### src/rtl/pic_host_bus_master.sv
// pic_host_bus_master
//   CPU-side bus master for an 8259A PIC. Runs the ICW1..ICW4 init sequence,
//   issues OCW writes / status reads from a valid/ready command port, and
//   answers INT with the two-pulse INTA sequence, capturing the vector byte.
// Ports
//   clk, reset                 clock, synchronous active-high reset
//   init_start, icw1..icw4     start init (IDLE only) and the init words
//   init_done                  init sequence complete
//   cmd_valid/ready, cmd_read, cmd_a0, cmd_data   command port
//   rd_data, rd_valid          status read result
//   int_en, pic_int            INT servicing enable, INT from the PIC
//   vector, vector_valid       captured interrupt vector
//   CS_n, WR_n, RD_n, INTA_n, A0, data_out, data_oe, data_in   PIC pins
module pic_host_bus_master #(
  parameter int unsigned PULSE_CYCLES = 2,
  parameter int unsigned GAP_CYCLES   = 2
) (
  input  logic       clk,
  input  logic       reset,
  input  logic       init_start,
  input  logic [7:0] icw1,
  input  logic [7:0] icw2,
  input  logic [7:0] icw3,
  input  logic [7:0] icw4,
  output logic       init_done,
  input  logic       cmd_valid,
  input  logic       cmd_read,
  input  logic       cmd_a0,
  input  logic [7:0] cmd_data,
  output logic       cmd_ready,
  output logic [7:0] rd_data,
  output logic       rd_valid,
  input  logic       int_en,
  output logic [7:0] vector,
  output logic       vector_valid,
  input  logic       pic_int,
  output logic       CS_n,
  output logic       WR_n,
  output logic       RD_n,
  output logic       INTA_n,
  output logic       A0,
  output logic [7:0] data_out,
  output logic       data_oe,
  input  logic [7:0] data_in
);

  localparam int unsigned MAXC = (PULSE_CYCLES > GAP_CYCLES) ? PULSE_CYCLES : GAP_CYCLES;
  localparam int unsigned CW   = (MAXC < 2) ? 1 : $clog2(MAXC);

  typedef enum logic [2:0] {
    S_IDLE, S_SETUP, S_STROBE, S_HOLD, S_INTA1, S_GAP, S_INTA2, S_RECOVER
  } state_t;

  typedef enum logic [2:0] {
    SEL_NONE, SEL_INIT, SEL_INTA, SEL_ICW, SEL_CMD
  } sel_t;

  state_t         state, state_d;
  sel_t           sel;
  logic [CW-1:0]  cnt, cnt_d;
  logic           last_pulse, last_gap;
  logic           inta_req;

  logic [7:0]     icw2_r, icw3_r, icw4_r;
  logic           sngl_r, ic4_r;
  logic [2:0]     pend_icw;   // next ICW number to write, 0 = none pending
  logic           cur_init;   // bus cycle in flight belongs to the init sequence
  logic           cur_read;
  logic           cur_a0;
  logic [7:0]     cur_data;
  logic           bus;

  // ICW following ICW n, given the SNGL and IC4 bits of ICW1.
  function automatic logic [2:0] next_icw(input logic [2:0] n, input logic sngl,
                                          input logic ic4);
    logic [2:0] r;
    r = 3'd0;
    case (n)
      3'd1:    r = 3'd2;
      3'd2:    r = !sngl ? 3'd3 : (ic4 ? 3'd4 : 3'd0);
      3'd3:    r = ic4 ? 3'd4 : 3'd0;
      default: r = 3'd0;
    endcase
    return r;
  endfunction

  function automatic logic [7:0] icw_word(input logic [2:0] n, input logic [7:0] w2,
                                          input logic [7:0] w3, input logic [7:0] w4);
    logic [7:0] r;
    r = '0;
    case (n)
      3'd2:    r = w2;
      3'd3:    r = w3;
      3'd4:    r = w4;
      default: r = '0;
    endcase
    return r;
  endfunction

  assign last_pulse = (cnt == CW'(PULSE_CYCLES - 1));
  assign last_gap   = (cnt == CW'(GAP_CYCLES - 1));
  assign inta_req   = pic_int & int_en & init_done;
  assign cmd_ready  = (state == S_IDLE) & init_done & ~inta_req & ~init_start &
                      (pend_icw == 3'd0);

  always_comb begin
    state_d = state;
    cnt_d   = cnt + CW'(1);
    sel     = SEL_NONE;
    case (state)
      S_IDLE: begin
        cnt_d = '0;
        if (init_start) begin
          sel = SEL_INIT; state_d = S_SETUP;
        end else if (inta_req) begin
          sel = SEL_INTA; state_d = S_INTA1;
        end else if (pend_icw != 3'd0) begin
          sel = SEL_ICW; state_d = S_SETUP;
        end else if (cmd_valid && cmd_ready) begin
          sel = SEL_CMD; state_d = S_SETUP;
        end
      end
      S_SETUP: begin
        cnt_d = '0; state_d = S_STROBE;
      end
      S_STROBE: if (last_pulse) begin cnt_d = '0; state_d = S_HOLD; end
      S_HOLD: begin
        cnt_d = '0; state_d = S_IDLE;
      end
      S_INTA1:   if (last_pulse) begin cnt_d = '0; state_d = S_GAP; end
      S_GAP:     if (last_gap)   begin cnt_d = '0; state_d = S_INTA2; end
      S_INTA2:   if (last_pulse) begin cnt_d = '0; state_d = S_RECOVER; end
      S_RECOVER: if (last_gap)   begin cnt_d = '0; state_d = S_IDLE; end
      default: begin
        cnt_d = '0; state_d = S_IDLE;
      end
    endcase
  end

  always_ff @(posedge clk) begin
    if (reset) begin
      state        <= S_IDLE;
      cnt          <= '0;
      icw2_r       <= '0;
      icw3_r       <= '0;
      icw4_r       <= '0;
      sngl_r       <= 1'b0;
      ic4_r        <= 1'b0;
      pend_icw     <= 3'd0;
      cur_init     <= 1'b0;
      cur_read     <= 1'b0;
      cur_a0       <= 1'b0;
      cur_data     <= '0;
      init_done    <= 1'b0;
      rd_data      <= '0;
      rd_valid     <= 1'b0;
      vector       <= '0;
      vector_valid <= 1'b0;
    end else begin
      state        <= state_d;
      cnt          <= cnt_d;
      rd_valid     <= 1'b0;
      vector_valid <= 1'b0;
      case (sel)
        SEL_INIT: begin
          // ICW1 goes out straight away from the port; later words from the copies.
          icw2_r    <= icw2;
          icw3_r    <= icw3;
          icw4_r    <= icw4;
          sngl_r    <= icw1[1];
          ic4_r     <= icw1[0];
          init_done <= 1'b0;
          pend_icw  <= 3'd2;
          cur_init  <= 1'b1;
          cur_read  <= 1'b0;
          cur_a0    <= 1'b0;
          cur_data  <= icw1;
        end
        SEL_ICW: begin
          pend_icw  <= next_icw(pend_icw, sngl_r, ic4_r);
          cur_init  <= 1'b1;
          cur_read  <= 1'b0;
          cur_a0    <= 1'b1;
          cur_data  <= icw_word(pend_icw, icw2_r, icw3_r, icw4_r);
        end
        SEL_CMD: begin
          cur_init  <= 1'b0;
          cur_read  <= cmd_read;
          cur_a0    <= cmd_a0;
          cur_data  <= cmd_read ? 8'h00 : cmd_data;
        end
        default: ;
      endcase
      if (state == S_STROBE && last_pulse && cur_read) begin
        rd_data  <= data_in;
        rd_valid <= 1'b1;
      end
      if (state == S_HOLD && cur_init && pend_icw == 3'd0)
        init_done <= 1'b1;
      if (state == S_INTA2 && last_pulse) begin
        vector       <= data_in;
        vector_valid <= 1'b1;
      end
    end
  end

  assign bus      = (state == S_SETUP) | (state == S_STROBE) | (state == S_HOLD);
  assign CS_n     = ~bus;
  assign WR_n     = ~((state == S_STROBE) & ~cur_read);
  assign RD_n     = ~((state == S_STROBE) & cur_read);
  assign INTA_n   = ~((state == S_INTA1) | (state == S_INTA2));
  assign A0       = bus & cur_a0;
  assign data_oe  = bus & ~cur_read;
  assign data_out = data_oe ? cur_data : 8'h00;

endmodule
### config.mk
export PLATFORM = sky130hd
export DESIGN_NAME = pic_host_bus_master
export DESIGN_NICKNAME = d
export VERILOG_FILES = /design/src/rtl/pic_host_bus_master.sv
export SDC_FILE = /design/constraint.sdc
export NUM_CORES = 1
export LEC_CHECK = 0
export ABC_CLOCK_PERIOD_IN_PS = 3500
export CELL_PAD_IN_SITES_DETAIL_PLACEMENT = 1
export CELL_PAD_IN_SITES_GLOBAL_PLACEMENT = 2
export CORE_MARGIN = 4
export CORE_UTILIZATION = 28
export DETAILED_ROUTE_END_ITERATION = 8
export PLACE_DENSITY = 0.95
export SLEW_MARGIN = 0
export SYNTH_ARGS = -nofsm -noshare
export SYNTH_HDL_FRONTEND = slang
export SYNTH_SLANG_ARGS = --single-unit
### constraint.sdc
create_clock -name clk -period 3.5 [get_ports clk]
set_input_delay 0.7 -clock clk [delete_from_list [all_inputs] [get_ports clk]]
set_output_delay 0.7 -clock clk [all_outputs]
set_load 0.01 [all_outputs]
**After elaboration in Yosys (flattened, before gate mapping)**

Index checks and enable logic that the tools add are counted.

- Bits in registers: 63
- Input port bits: 56
- Word-level logic and storage cells: 107

- Add/sub/neg operators: 1
- Equal/unequal tests: 20
- Muxes and demuxes: 32
- Bitwise logic cells: 20
- Reductions and logical operators: 17

Operators by type and width:

| kind | number |
|---|---|
| 3-bit two-way mux | 16 |
| 8-bit case mux with 3 select lines | 2 |
| 3-bit case mux with 8 select lines | 1 |
| 3-bit == test, second input constant | 6 |
| 8-bit two-way mux | 2 |
| 3-bit by 2-bit == test with 1-bit output, second input constant | 5 |
| 1-bit AND | 10 |
| 2-bit != test, second input constant | 5 |
| 3-bit by 1-bit == test with 1-bit output, second input constant | 3 |
| 3-bit case mux with 3 select lines | 1 |
| 1-bit inverter | 7 |
| 1-bit logical AND | 6 |
| 3-bit zero test | 2 |
| 1-bit case mux with 2 select lines | 3 |
| 3-bit case mux with 2 select lines | 1 |
| 6-bit AND reduction | 1 |
| 2-bit nonzero test | 3 |
| 3-bit nonzero test | 2 |
| 1-bit two-way mux | 5 |
| 5-bit by 3-bit != test with 1-bit output, second input constant | 1 |
| 5-bit OR reduction | 1 |
| 1-bit bitwise OR | 3 |
| 1-bit case mux with 3 select lines | 1 |
| 3-bit OR reduction | 1 |
| 2 further kinds | 2 |

**Depth between registers and ports, before layout**

Gate-level depths: netlist (run 1).

- Depth after elaboration: 15
- Gate-level depth with buffers: 7

**Worst setup path after synthesis (run 1)**

OpenSTA, ideal clock, no wires.

- Kind: input port to output port
- Start: input init_start
- End: output cmd_ready
- Arrival time: 1651 ps
- Data required time: 2800 ps
- Setup slack: 1149 ps
- Cell stages on the path: 4
- Path buffers: 1
- Cell sequence: or4_4 -> buf_6 -> nor2_1 -> and3_1

- Longest elaborated chain between the ends: 3

RTL lines:

| item | line | source |
|---|---|---|
| start, declared | 20 | `input logic init_start,` |
| 1-bit inverter | 103 | `assign cmd_ready = (state == S_IDLE) & init_done & ~inta_req & ~init_start &` |
| 1-bit AND (2 in a row) | 103 |  |
| end, declared | 30 | `output logic cmd_ready,` |

No other way between the ends.

**Final worst setup path (run 1)**

Same ends and word-level chain as after synthesis.

==> results of run 1 <==
[path summary, 6_finish.rpt]
| check | to | slack [ns] | depth (start not counted) |
|---|---|---|---|
| hold / removal | icw3_r[5] | 0.46 | 2 |
| hold reg to reg | icw3_r[5] | 0.46 | 2 |
| setup / recovery | cmd_ready | 0.23 | 5 |
| setup reg to reg | cur_data[0] | 1.08 | 4 |
[cell type report]
type,count,area share (%)
multi-input cells,260,35.3
flip-flops and latches,63,31.2
repair buffers,94,22.8
clock buffers,13,4.18
well taps,133,4.12
inverters,15,1.39
clock inverters,3,0.991
[metal layers]
layer / part of all wire, % / global-route usage, % / vias up
li1: - / - / 1420
met1: 43 / 19.8 / 1350
met2: 50 / 26.5 / 70
met3: 5.2 / 2.43 / 11
met4: 1.1 / 4.78 / 0
met5: 0 / 0 / -
[registers in the layout (all words and copies together), names as in the netlist, 3 cells and up]
name	count
icw3_r	8
cur_data	8
icw4_r	8
icw2_r	8
state	3
vector	8
pend_icw	3
rd_data	8
[tightest hold or removal path: stages, from the launching register on]
cell and delay [ns]:
dfxtp_1 0.31, nand2_1 0.05, a21oi_1 0.05
[cells by family (layout without fill, tap and decap cells)]
group	after synthesis	count (layout)	synth area share, %
AO/OA/AOI/OAI	86	86	18.2
AND/OR/NAND/NOR	166	166	28.8
multiplexers	8	8	2.80
flip-flops	63	63	44.1
buffers and inverters	43	125	6.08
[cell usage after synthesis]
library cell	count	area share, %
a2111oi_0	1	0.31
a211oi_1	1	0.26
a211oi_2	1	0.44
a21oi_1	49	8.6
a221oi_1	9	2.8
a22oi_1	2	0.52
a2bb2oi_1	8	2.4
and3_1	11	2.4
buf_1	2	0.26
buf_2	4	0.70
buf_6	1	0.39
clkbuf_1	21	2.8
dfxtp_1	63	44
inv_1	15	2.0
mux2i_1	8	2.8
nand2_1	71	9.3
nand2b_1	2	0.44
nand3_1	5	0.87
nand3b_1	18	4.7
nand4_1	2	0.44
nor2_1	29	3.8
nor2b_1	3	0.66
nor3_1	12	2.1
nor3_2	1	0.35
nor3b_1	1	0.26
nor4_1	2	0.44
nor4_4	1	0.74
o21ai_0	12	2.1
o21bai_1	1	0.26
o31a_1	1	0.31
o31ai_1	1	0.26
or2_2	1	0.22
or3_1	2	0.44
or3b_2	1	0.31
or4_1	2	0.52
or4_4	1	0.39
or4b_2	1	0.35
[where the power goes]
| part | leakage (nW) | total (mW) | switching [mW] | internal, mW |
|---|---|---|---|---|
| Combinational | 0.875 | 0.885 | 0.480 | 0.405 |
| Sequential | 0.514 | 0.962 | 0.117 | 0.845 |
| Clock | 0.109 | 0.658 | 0.273 | 0.385 |
| Total | 1.50 | 2.51 | 0.870 | 1.64 |
==> impl_metrics.tcl, run 1 <==
set metrics [dict create \
    numPortBuffers 89 \
    whs_ns 0.459 \
    drive_gt1_share_pct 6.25 \
    synth_cells 366 \
    total_leakage_power_nw 1.50 \
    final_common_cell "clkdlybuf4s50_1" \
    clk_pin_slew_ns 0.07 \
    min_from "icw3_r[5]" \
    wl_per_cell_um 15.6 \
    vdd_drop_max_mv 0.247 \
    clkSinkCount 63 \
    endpoint_kind "output pin" \
    setup_viol 0 \
    startpoint_type "primary input" \
    hold_violations 0 \
    critical_path.max_stage_delay_ns 0.54 \
    num_vias 2851 \
    first_pass_iters 4 \
    synth_cell_types 37 \
    cp_common_cell "clkdlybuf4s50_1" \
    stdcell_count 581 \
    fp.dieArea_sq_mm 0.0119 \
    required_ns 2.80 \
    drt_iter0_drc 91 \
    worstMarginPinSlew_ns 1.15 \
    drt_wl_total_um 9080 \
    status "complete, no violations" \
    dp_hpwl_um 6700 \
    slew_headroom_pct 23.2 \
    antenna_found_initial 0 \
    nFillCells 1206 \
    finalNetCount 499 \
    slowest_stage "clkdlybuf4s50_1" \
    slew_viol_final 0 \
    grt_pass1_wl_um 14600 \
    cp_cell_sequence "clkdlybuf4s50_1 > or4_4 > nor2_1 > and3_1 > clkdlybuf4s50_1" \
    syn_area_per_cell_sq_um 7.81 \
    multi_input_area_sq_mm 0.00143 \
    grt_max_degree 64 \
    grt_pass1_vias 2892 \
    vias_per_cell 4.91 \
    numCtsBuffers 9 \
    cts_tree "done" \
    grt_usage_pct 15.5 \
    rsz0062_at_grt "no" \
    power_mw 2.51 \
    drt.antenna.violating_nets 0 \
    fmax_ghz 0.305 \
    drcViolationCount 0 \
    powerDensity_mw_per_mm2 620 \
    gp_congestion 0.790 \
    arrival_ns 2.57 \
    crit_family "buffers and inverters" \
    yosysWarnings 0 \
    final_util_pct 41.0 \
    period_share_pct 93.5 \
    die-width_um 109 \
    seq_area_frac_synth_pct 44.1 \
    synthesis.nets 422 \
    floorplan.initialDensity_pct 29.0 \
    cts_max_level 3 \
    grt-ovfl-total 0 \
    setup_tns_ns 0 \
    regArea_sq_mm 0.00126 \
    core_area_sq_mm 0.00986 \
    synth.ff_latch_count 63 \
    root_buffer "clkbuf_8" \
    place_area_sq_mm 0.00383 \
    design_area_sq_mm 0.00404 \
    worst-setup-path-type "primary input to output pin" \
    areaGrowthSynthToFinish_pct 41.3 \
    fin_ws_ns 0.227 \
    skew_ns 0.00876 \
    r2r-start "pend_icw[2]" \
    netlist_area_sq_mm 0.00286 \
    min_period_ns 3.27 \
    place_ws_ns 0.239 \
    final_cell_mix "88 x clkdlybuf4s50_1, 71 x nand2_1, 63 x dfxtp_1" \
    setup.worst_path.start "init_start" \
    io_pins 90 \
    cts_hold_buf 0 \
    cts_setup_buffers 0 \
    clock_latency_ns 0.33 \
    worstPathMaxFanout 8 \
    diodes 0 \
    cts_resized 0 \
    cts_buffer_depth 2 \
    maxCapViolations 0 \
    critical_path_buf_inv_count 2 \
    die_y_um 109 \
    hold_path_class "flop to flop" \
    placed_cells 565 \
    std_cell_rows 36 \
]
No activity file was read; power rests on OpenSTA's default activity.
==> inputs of run 2 (changes only) <==
--- a/config.mk
+++ b/config.mk
@@ -8,8 +8,9 @@
 export ABC_CLOCK_PERIOD_IN_PS = 3500
 export CELL_PAD_IN_SITES_DETAIL_PLACEMENT = 1
 export CELL_PAD_IN_SITES_GLOBAL_PLACEMENT = 2
-export CORE_MARGIN = 4
+export CORE_MARGIN = 2
 export CORE_UTILIZATION = 28
+export CTS_CLUSTER_SIZE = 28
 export DETAILED_ROUTE_END_ITERATION = 8
 export PLACE_DENSITY = 0.95
 export SLEW_MARGIN = 0
==> impl_metrics.tcl, run 2 (synthesis results as in run 1) <==
set metrics [dict create \
    clk_pin_slew_ns 0.06 \
    grt_max_degree 64 \
    p_seq_share_pct 40.1 \
    skew_ns 0.00638 \
    power_mw 2.40 \
    dp_hpwl_um 6420 \
    period_share_pct 93.2 \
    rrSetupSlack_ns 1.13 \
    vias_per_cell 4.83 \
    final_common_cell "clkdlybuf4s50_1" \
    drcViolationCount 0 \
    hold_end "icw3_r[0]" \
    switching_share_pct 36.1 \
    worstMarginPinSlew_ns 1.14 \
    cts_tree "done" \
    fp.dieArea_sq_mm 0.0110 \
    grt_pass1_wl_um 14400 \
    fmax_ghz 0.307 \
    antenna_found_initial 0 \
    powerDensity_mw_per_mm2 601 \
    first_pass_iters 4 \
    cts_hold_buf 0 \
    final_cell_mix "88 x clkdlybuf4s50_1, 71 x nand2_1, 63 x dfxtp_1" \
    setup_viol 0 \
    floorplan.initialDensity_pct 29.0 \
    std_cell_rows 36 \
    endpoint_kind "output pin" \
    min_period_ns 3.26 \
    nFillCells 1189 \
    core_area_sq_mm 0.00986 \
    whs_ns 0.455 \
    drt_iter0_drc 80 \
    diodes 0 \
    hold_path_class "flop to flop" \
    rsz0062_at_grt "no" \
    r2r.worst_path.cells 4 \
    cts_resized 0 \
    slew_headroom_pct 23.7 \
    cts_max_level 3 \
    vdd_drop_max_mv 0.229 \
    grt_usage_pct 16.3 \
    min_from "icw3_r[0]" \
    power.switching_mw 0.864 \
    finalNetCount 498 \
    drt.antenna.violating_nets 0 \
    grt-ovfl-total 0 \
    setup_tns_ns 0 \
    die_y_um 105 \
    p_int_mw 1.53 \
    worst-setup-path-type "primary input to output pin" \
    root_buffer "clkbuf_8" \
    grt_pass1_vias 2841 \
    cts_setup_buffers 0 \
    gp_congestion 0.760 \
    numCtsBuffers 9 \
    hold_violations 0 \
    num_vias 2792 \
    required_ns 2.80 \
    hold_depth 2 \
    areaGrowthSynthToFinish_pct 39.5 \
    numPortBuffers 89 \
    io_pins 90 \
    drive_gt1_share_pct 5.39 \
    clkSinkCount 63 \
    status "complete, no violations" \
    r2r-start "pend_icw[2]" \
    total_leakage_power_nw 1.47 \
    regToRegEndpoint "cur_data[5]" \
    maxCapViolations 0 \
    arrival_ns 2.56 \
    cts_buffer_depth 2 \
    startpoint_type "primary input" \
    p_comb_share_pct 36.9 \
    slew_viol_final 0 \
    worstPathMaxFanout 8 \
    wl_per_cell_um 15.4 \
    drt_wl_total_um 8870 \
    die-width_um 105 \
    fin_ws_ns 0.239 \
    clock_latency_ns 0.34 \
    place_ws_ns 0.256 \
    power.clock.fraction_pct 23.1 \
]
[run 2: changes by cell type in the layout (fill, tap and decap cells not counted)]
| cell | previous run | this run |
|---|---|---|
| bufinv_16 | 1 | 0 |
| clkbuf_1 | 1 | 2 |
| clkbuf_8 | 12 | 11 |
| clkinv_2 | 2 | 1 |
| buf_4 | 5 | 4 |
[run 2: routing by layer]
metal	track usage [%]	vias up	wire length (um)
met5	0	-	0
met2	27.4	55	4310
met1	20.7	1312	4160
met4	6.10	0	114
met3	3.12	9	289
li1	-	1416	-
[run 2: final cells by class]
type	instances	area [sq um]	share of cell area (%)
clock inverters	1	5.00	0.125
clock buffers	13	159	3.98
repair buffers	93	916	23.0
multi-input cells	260	1430	35.7
flip-flops and latches	63	1260	31.6
well taps	133	166	4.17
inverters	15	56.3	1.41
[run 2: per-stage QoR]
| step | utilization, % | cells | area [sq um] |
|---|---|---|---|
| after global placement | 38.8 | 564 | 3820 |
| after global routing | 40.4 | 578 | 3990 |
| after floorplan | - | 366 | 2860 |
| after detailed placement | 38.8 | 564 | 3820 |
| after CTS | 40.4 | 578 | 3990 |
| final | 40.4 | 578 | 3990 |
[run 2: worst max-delay path, cell delays in order]
cell             delay (ns)
clkdlybuf4s50_1        0.46
or4_4                  0.52
nor2_1                 0.16
and3_1                 0.18
clkdlybuf4s50_1        0.54
[run 2: how the worst max path moves through the flow]
stage                          start        end  slack (ns)  depth (start not counted)
after global routing      init_start  cmd_ready        0.16                          5
after floorplan           init_start  cmd_ready        1.15                          4
after global placement    init_start  cmd_ready        0.26                          5
after detailed placement  init_start  cmd_ready        0.26                          5
after CTS                 init_start  cmd_ready        0.25                          5
final                     init_start  cmd_ready        0.24                          5
[run 2: power by group through the flow]
stage               Clock, mW  Sequential, mW  Combinational [mW]
global placement            0           0.966               0.856
global route            0.600           0.984               0.977
finish                  0.552           0.960               0.883
CTS                     0.570           0.960               0.894
detailed placement          0           0.975               0.888
floorplan                   0           0.901               0.618
==> inputs of run 3 (changes only) <==
--- a/config.mk
+++ b/config.mk
@@ -12,7 +12,7 @@
 export CORE_UTILIZATION = 28
 export CTS_CLUSTER_SIZE = 28
 export DETAILED_ROUTE_END_ITERATION = 8
-export PLACE_DENSITY = 0.95
+export PLACE_DENSITY_LB_ADDON = 0.1
 export SLEW_MARGIN = 0
 export SYNTH_ARGS = -nofsm -noshare
 export SYNTH_HDL_FRONTEND = slang
==> impl_metrics.tcl, run 3 (synthesis results as in run 1) <==
set metrics [dict create \
    status "complete, no violations" \
    finalNetCount 501 \
    cts_tree "done" \
    clk_pin_slew_ns 0.07 \
    gp_congestion 0.737 \
    die_y_um 105 \
    slew_viol_final 0 \
    cts_buffer_depth 2 \
    power_mw 2.51 \
    grt_max_degree 64 \
    clock_latency_ns 0.34 \
    min_period_ns 3.21 \
    worstPathMaxFanout 4 \
    skew_ns 0.0110 \
    diodes 0 \
    numPortBuffers 89 \
    drt.antenna.violating_nets 0 \
    drive_gt1_share_pct 6.89 \
    std_cell_rows 36 \
    die-width_um 105 \
    num_vias 2825 \
    antenna_found_initial 0 \
    vias_per_cell 4.85 \
    root_buffer "clkbuf_8" \
    hold_violations 0 \
    hold_depth 2 \
    first_pass_iters 4 \
    arrival_ns 2.51 \
    period_share_pct 91.7 \
    grt_pass1_wl_um 14800 \
    rsz0062_at_grt "no" \
    hold_path_class "flop to flop" \
    cts_setup_buffers 0 \
    core_area_sq_mm 0.00986 \
    powerDensity_mw_per_mm2 619 \
    wl_per_cell_um 15.2 \
    grt_usage_pct 16.7 \
    worstMarginPinSlew_ns 1.18 \
    cts_hold_buf 0 \
    r2r.worst_path.cells 4 \
    dp_hpwl_um 6460 \
    startpoint_type "primary input" \
    worst-setup-path-type "primary input to output pin" \
    final_cell_mix "88 x clkdlybuf4s50_1, 71 x nand2_1, 63 x dfxtp_1" \
    slew_headroom_pct 21.3 \
    endpoint_kind "output pin" \
    cts_resized 0 \
    fmax_ghz 0.312 \
    maxCapViolations 0 \
    drt_iter0_drc 70 \
    areaGrowthSynthToFinish_pct 41.6 \
    drcViolationCount 0 \
    grt_pass1_vias 2870 \
    io_pins 90 \
    total_leakage_power_nw 1.49 \
    fp.dieArea_sq_mm 0.0110 \
    nFillCells 1189 \
    whs_ns 0.456 \
    floorplan.initialDensity_pct 29.0 \
    required_ns 2.80 \
    drt_wl_total_um 8870 \
    setup_viol 0 \
    vdd_drop_max_mv 0.258 \
    clkSinkCount 63 \
    multi_input_area_sq_mm 0.00143 \
    cts_max_level 3 \
    numCtsBuffers 9 \
    regArea_sq_mm 0.00126 \
    grt-ovfl-total 0 \
    setup_tns_ns 0 \
    final_common_cell "clkdlybuf4s50_1" \
]
==> run 3: cell types whose count changed in the layout (fill, tap and decap cells not counted) <==
cell,before,now
clkbuf_8,11,9
inv_6,0,3
bufinv_16,0,1
buf_4,4,7
clkinvlp_4,0,3
clkinv_2,1,0
clkbuf_1,2,0
==> run 3: critical path: stages <==
cell             delay (ns)
clkdlybuf4s50_1        0.50
or4_4                  0.45
nor2_1                 0.14
and3_1                 0.17
clkdlybuf4s50_1        0.54
==> run 3: final timing paths <==
check / start / end / slack (ns)
worst max-delay path: init_start / cmd_ready / 0.29
worst max register to register: pend_icw[2] / cur_data[4] / 1.20
worst min-delay path: vector[2] / vector[2] / 0.46
worst min register to register: vector[2] / vector[2] / 0.46
==> run 3: report_power, final <==
part	internal, mW	switching, mW
clock network	0.336	0.314
logic	0.418	0.479
registers	0.844	0.115
==> run 3: layout make-up <==
class,count,area share (%)
Tap cell,133,4.11
Clock inverter,7,1.95
Timing Repair Buffer,96,23.2
Clock buffer,9,3.06
Multi-Input combinational cell,260,35.2
Inverter,15,1.39
Sequential cell,63,31.1
==> run 3: per-layer routing <==
layer  track usage, %  vias up  share of wire [%]
met3             4.55        6                3.8
met5                0        -                  0
met2             26.3       55                 46
li1                 -     1427                  -
met1             23.1     1337                 49
met4             3.43        0               0.74
==> run 3: metrics by stage <==
stage	util, %	instance area [sq um]	std cells	setup WS [ns]
after floorplan	-	2860	366	1.15
after global placement	39.0	3850	567	0.298
after detailed placement	39.0	3850	567	0.302
after CTS	41.1	4050	583	0.292
after global routing	41.1	4050	583	0.225
final	41.1	4050	583	0.291
